**src/rtl/simon_game_ctrl.sv**
```systemverilog
// simon_game_ctrl: game sequencer for the Simon Says design.
// Grows a pseudo-random colour sequence by one entry per round, plays it back
// on the LED outputs, checks the player's presses and reports win or lose.
// Optional build macro: SIMON_TIMEOUT_EN adds an inactivity timeout in INPUT
// (TIMEOUT_CYCLES). Without it INPUT waits indefinitely.
module simon_game_ctrl #(
    parameter int          MAX_LEN        = 16,
    parameter logic [23:0] ON_CYCLES      = 24'd6000000,
    parameter logic [23:0] OFF_CYCLES     = 24'd3000000,
    parameter logic [27:0] TIMEOUT_CYCLES = 28'd100000000
) (
    input  logic       clk,
    input  logic       rst,
    input  logic       start,
    input  logic       btn_valid,
    input  logic [1:0] btn_colour,
    output logic       led_on,
    output logic [1:0] led_colour,
    output logic [4:0] level,
    output logic       input_phase,
    output logic       game_win,
    output logic       game_over
);

`ifdef SIMON_TIMEOUT_EN
    localparam int TW = 28;
`else
    localparam int TW = 24;
    // TIMEOUT_CYCLES has no function in this build.
    logic unused_timeout_s;
    assign unused_timeout_s = ^TIMEOUT_CYCLES;
`endif

    localparam logic [TW-1:0] TIMER_ONE = TW'(1);
    localparam logic [TW-1:0] ON_LAST   = TW'(ON_CYCLES - 24'd1);
    localparam logic [TW-1:0] OFF_LAST  = TW'(OFF_CYCLES - 24'd1);
`ifdef SIMON_TIMEOUT_EN
    localparam logic [TW-1:0] TO_LAST   = TW'(TIMEOUT_CYCLES - 28'd1);
`endif
    localparam logic [4:0]    MAX_LEVEL = 5'(MAX_LEN);
    localparam logic [15:0]   LFSR_SEED = 16'hACE1;

    typedef enum logic [2:0] {
        S_IDLE     = 3'd0,
        S_GEN      = 3'd1,
        S_SHOW_ON  = 3'd2,
        S_SHOW_OFF = 3'd3,
        S_INPUT    = 3'd4,
        S_WIN      = 3'd5,
        S_LOSE     = 3'd6
    } state_t;

    state_t         state_r;
    logic [31:0]    seq_r;
    logic [3:0]     idx_r;
    logic [TW-1:0]  timer_r;
    logic [15:0]    lfsr_r;
    logic           led_on_r;
    logic [1:0]     led_colour_r;
    logic [4:0]     level_r;
    logic           input_phase_r;
    logic           game_win_r;
    logic           game_over_r;

    logic [3:0]     idx_inc_s;
    logic           idx_last_s;
    logic [1:0]     cur_colour_s;
    logic [1:0]     next_colour_s;

    // 16-bit Fibonacci LFSR step, taps 16,14,13,11; feedback enters at bit 0.
    function automatic logic [15:0] lfsr_next(input logic [15:0] v);
        return {v[14:0], v[15] ^ v[13] ^ v[12] ^ v[10]};
    endfunction

    assign idx_inc_s     = idx_r + 4'd1;
    assign idx_last_s    = (({1'b0, idx_r} + 5'd1) == level_r);
    assign cur_colour_s  = seq_r[{idx_r, 1'b0} +: 2];
    assign next_colour_s = seq_r[{idx_inc_s, 1'b0} +: 2];

    assign led_on      = led_on_r;
    assign led_colour  = led_colour_r;
    assign level       = level_r;
    assign input_phase = input_phase_r;
    assign game_win    = game_win_r;
    assign game_over   = game_over_r;

    // Game sequencer: state, sequence store, counters, LFSR and registered outputs.
    always_ff @(posedge clk) begin
        if (rst) begin
            state_r       <= S_IDLE;
            seq_r         <= 32'd0;
            idx_r         <= 4'd0;
            timer_r       <= '0;
            lfsr_r        <= LFSR_SEED;
            led_on_r      <= 1'b0;
            led_colour_r  <= 2'd0;
            level_r       <= 5'd0;
            input_phase_r <= 1'b0;
            game_win_r    <= 1'b0;
            game_over_r   <= 1'b0;
        end else begin
            lfsr_r <= lfsr_next(lfsr_r);
            case (state_r)
                S_IDLE: begin
                    timer_r <= '0;
                    if (start) begin
                        state_r <= S_GEN;
                        level_r <= 5'd0;
                        seq_r   <= 32'd0;
                    end else begin
                        state_r <= S_IDLE;
                    end
                end

                S_GEN: begin
                    seq_r[{level_r[3:0], 1'b0} +: 2] <= lfsr_r[1:0];
                    level_r  <= level_r + 5'd1;
                    idx_r    <= 4'd0;
                    timer_r  <= '0;
                    state_r  <= S_SHOW_ON;
                    led_on_r <= 1'b1;
                    // Entry 0 is being written this cycle on the first round.
                    led_colour_r <= (level_r == 5'd0) ? lfsr_r[1:0] : seq_r[1:0];
                end

                S_SHOW_ON: begin
                    if (timer_r == ON_LAST) begin
                        timer_r  <= '0;
                        state_r  <= S_SHOW_OFF;
                        led_on_r <= 1'b0;
                    end else begin
                        timer_r <= timer_r + TIMER_ONE;
                    end
                end

                S_SHOW_OFF: begin
                    if (timer_r == OFF_LAST) begin
                        timer_r <= '0;
                        if (idx_last_s) begin
                            idx_r         <= 4'd0;
                            state_r       <= S_INPUT;
                            input_phase_r <= 1'b1;
                        end else begin
                            idx_r        <= idx_inc_s;
                            state_r      <= S_SHOW_ON;
                            led_on_r     <= 1'b1;
                            led_colour_r <= next_colour_s;
                        end
                    end else begin
                        timer_r <= timer_r + TIMER_ONE;
                    end
                end

                S_INPUT: begin
                    if (btn_valid) begin
                        timer_r <= '0;
                        if (btn_colour != cur_colour_s) begin
                            state_r       <= S_LOSE;
                            game_over_r   <= 1'b1;
                            input_phase_r <= 1'b0;
                        end else if (idx_last_s) begin
                            input_phase_r <= 1'b0;
                            if (level_r == MAX_LEVEL) begin
                                state_r    <= S_WIN;
                                game_win_r <= 1'b1;
                            end else begin
                                state_r <= S_GEN;
                            end
                        end else begin
                            idx_r <= idx_inc_s;
                        end
                    end
`ifdef SIMON_TIMEOUT_EN
                    else if (timer_r == TO_LAST) begin
                        timer_r       <= '0;
                        state_r       <= S_LOSE;
                        game_over_r   <= 1'b1;
                        input_phase_r <= 1'b0;
                    end else begin
                        timer_r <= timer_r + TIMER_ONE;
                    end
`else
                    else begin
                        timer_r <= '0;
                    end
`endif
                end

                S_WIN, S_LOSE: begin
                    timer_r <= '0;
                    if (start) begin
                        state_r     <= S_GEN;
                        level_r     <= 5'd0;
                        seq_r       <= 32'd0;
                        game_win_r  <= 1'b0;
                        game_over_r <= 1'b0;
                    end else begin
                        state_r <= state_r;
                    end
                end

                default: begin
                    state_r       <= S_IDLE;
                    timer_r       <= '0;
                    led_on_r      <= 1'b0;
                    input_phase_r <= 1'b0;
                    game_win_r    <= 1'b0;
                    game_over_r   <= 1'b0;
                end
            endcase
        end
    end

endmodule

```
**config.mk**
```make
export PLATFORM = sky130hd
export DESIGN_NAME = simon_game_ctrl
export DESIGN_NICKNAME = d
export VERILOG_FILES = /design/src/rtl/simon_game_ctrl.sv
export SDC_FILE = /design/constraint.sdc
export NUM_CORES = 1
export LEC_CHECK = 0
export CORE_ASPECT_RATIO = 0.9
export CORE_UTILIZATION = 45
export CTS_CLUSTER_DIAMETER = 30
export CTS_CLUSTER_SIZE = 40
export DETAILED_ROUTE_END_ITERATION = 16
export PLACE_DENSITY = 0.71
export SLEW_MARGIN = 20
export SYNTH_ARGS = -nofsm -noshare
export SYNTH_HDL_FRONTEND = slang
export SYNTH_SLANG_ARGS = --single-unit
```
**constraint.sdc**
```tcl
create_clock -name clk -period 2.5 [get_ports clk]
set_input_delay 0.5 -clock clk [delete_from_list [all_inputs] [get_ports clk]]
set_output_delay 0.5 -clock clk [all_outputs]
set_load 0.02 [all_outputs]
```
==> impl_metrics.py <==
metrics = {
    "synthesis": {
        "syn-num-nets": 580,
        "synthArstFlopShare_pct": 0,
        "netlist_area_um2": 4975,
        "syn_area_per_cell_um2": 8.758,
        "ys_seq_area_share_pct": 36.22,
        "synth-main-ff-cell": "dfxtp_1",
        "yosys_warnings": 0,
        "syn_inst": 568,
        "synthDistinctLibCells": 64,
        "synth_seq_cells": 90,
        "synth_edf_count": 0,
    },
    "final_layout": {
        "num-nets-final": 627,
        "syn_to_final_growth_pct": 20.05,
        "final_util_pct": 55.24,
        "fillers": 953,
        "stdcell_count": 753,
        "final_cell_mix": "dfxtp_1, nor2_1, nand2_1",
        "mostFrequentLayoutCell": "dfxtp_1",
        "antenna_cells": 0,
        "drive_gt1_share_pct": 21.61,
    },
    "routing": {
        "wl_per_cell_um": 16.95,
        "dr.pass1.iters": 5,
        "routed_wl_mm": 12.76,
        "drcViolationCount": 0,
        "via_per_inst": 5.892,
        "via_count": 4437,
        "route.antenna.remaining_nets": 0,
        "drtIter0Drc": 287,
    },
    "timing": {
        "rsz0062_at_grt": "true",
        "fin_ws_ps": 26.82,
        "finalSetupViolCount": 0,
        "finalCriticalPeriod_ps": 2473,
        "hold_viol": 0,
        "finalClockSkew_ps": 7.324,
        "relSlewSlack_pct": 62.86,
        "slew_viol_final": 0,
        "worst_pin_slew_ps": 549.4,
        "fin_crit_sh_pct": 98.93,
        "fmax_mhz": 404.3,
    },
    "flow_run": {
        "cap_violations": 0,
    },
    "floorplan": {
        "die_w_um": 112.8,
        "io_pins": 17,
        "core-area_um2": 10810,
        "die_h_um": 101.7,
        "dieArea_um2": 11480,
        "start_util_pct": 46.02,
        "rows": 36,
    },
    "setup_path": {
        "startpoint_type": "register",
        "r2r_cells": 6,
        "r2r_end": "idx_r[1]",
        "critPathArrivalTime_ps": 2700,
        "critPathCaptureType": "register",
        "endpoint": "idx_r[1]",
        "worstPathMaxFanout": 6,
        "crit_start": "idx_r[1]",
        "worstReg2RegStart": "idx_r[1]",
        "ff2ff_setup_slack_ps": 30,
        "critPathKind": "register to register",
        "required_ps": 2730,
    },
    "global_routing": {
        "overflow": 0,
        "gr-max-usage-layer": "met2",
        "use_met2_pct": 35.71,
        "grt_pass1_wl_mm": 20.70,
        "use_met1_pct": 31.15,
        "grt_pass1_vias": 4019,
        "grt_antenna_before_repair": 0,
        "grt_max_degree": 49,
        "track_usage_pct": 23.22,
        "met3_usage_pct": 6.703,
    },
    "clocking": {
        "cts_made_buffers": 9,
        "cts.sinks": 90,
        "cts_tree": "done",
        "clockRootBuffer": "clkbuf_16",
        "htree_levels": 3,
        "worstSkewPairLatency_ps": 340,
        "clock_path_buffers": 2,
        "path_clk_slew_ps": 60,
    },
    "placed_design": {
        "dp.cells": 733,
        "routabilityCongestion": 0.9929,
        "io_buffers": 16,
        "post-dp-hpwl_mm": 9.290,
        "place_ws_ps": -103.2,
    },
    "power_and_ir_drop": {
        "powerDensity_nw_per_um2": 569.8,
        "p_leak_nw": 2.074,
        "fin_total_pwr_mw": 3.403,
        "ir_worst_vdd_v": 0.0005218,
    },
    "worst_hold_path": {
        "hold_depth": 1,
        "hold_class": "register to register",
        "hp-start": "lfsr_r[9]",
    },
    "outcome": {
        "status": "finished clean",
    },
}
==> metrics by stage <==
stage | hold WS, ps | setup TNS (ps) | instance area [um2]
after global placement | 393.1 | -180.8 | 5584
after CTS | 407.0 | 0 | 5901
after detailed placement | 396.9 | -404.5 | 5584
after floorplan | 389.5 | -96.35 | 4984
after global routing | 417.5 | -273.2 | 5972
final | 405.6 | 0 | 5972
==> worst min-delay path by stage <==
stage                 endpoint
CTS                 lfsr_r[10]
floorplan           lfsr_r[10]
finish              lfsr_r[10]
global placement    lfsr_r[15]
global route        lfsr_r[10]
detailed placement  lfsr_r[10]
==> cell type report <==
cell class	instances	area, um2	area share, %
tap	133	166.4	2.787
clock buffer	12	246.5	4.127
clock inverter	4	51.30	0.8590
inverter	9	33.78	0.5657
multi-input combinational	435	3047	51.02
timing repair buffer	70	618.1	10.35
sequential	90	1809	30.30
==> state kept, by name (all words and copies together) (netlist names) <==
name         count
seq_r           32
timer_r         24
lfsr_r          16
level            5
idx_r            4
state_r          3
led_colour       2
game_over        1
game_win         1
input_phase      1
led_on           1
==> synthesized netlist by cell type, drive strengths merged, types with 12 or more instances <==
cell,n,area [um2]
a21oi,31,170.2
a31oi,12,75.07
and3,13,81.33
clkbuf,25,93.84
dfxtp,90,1802
mux2,17,202.7
mux4,17,397.9
nand2,55,206.5
nand3,23,120.1
nand4,14,102.6
nor2,77,289.0
nor2b,14,87.58
nor3,20,100.1
o21ai,14,70.07
xnor2,23,220.2
xor2,17,148.9
==> power by group <==
part           leakage (nW)  internal [mW]  switching [mW]
combinational          1.20          0.219           0.326
sequential            0.733           1.47          0.0347
clock                 0.143          0.802           0.551
total                  2.07           2.49           0.912
==> what timing repair did <==
item / in CTS / in global routing
hold buffers: 0 / 0
resized for setup: 5 / 17
pin swaps: 2 / 6
setup endpoints to repair: 7 / 11
buffers inserted: 1 / 3
==> routing by layer <==
metal | share of wire (%) | vias up | routed length, um
met5 | 0 | - | 0
met4 | 2.6 | 0 | 331
met3 | 7.7 | 27 | 978
met2 | 44 | 157 | 5643
met1 | 46 | 2122 | 5808
li1 | - | 2131 | -
==> cell families after synthesis <==
| logic type | count (synthesis) | share of synthesized area, % |
|---|---|---|
| compound gates | 83 | 10.87 |
| xor+xnor | 40 | 7.419 |
| fa+ha+maj | 6 | 1.509 |
| buf+inv | 43 | 3.521 |
| flops | 90 | 36.22 |
| mux | 41 | 13.48 |
| simple gates | 265 | 26.99 |
==> worst max-delay path, stage by stage, from the launching register on <==
cell     delay (ps)
dfxtp_4         400
mux4_2          500
mux4_2          550
xnor2_4         210
nand4_4         120
a21oi_4         250
mux2_4          320
(Power assumes the default switching activity.)
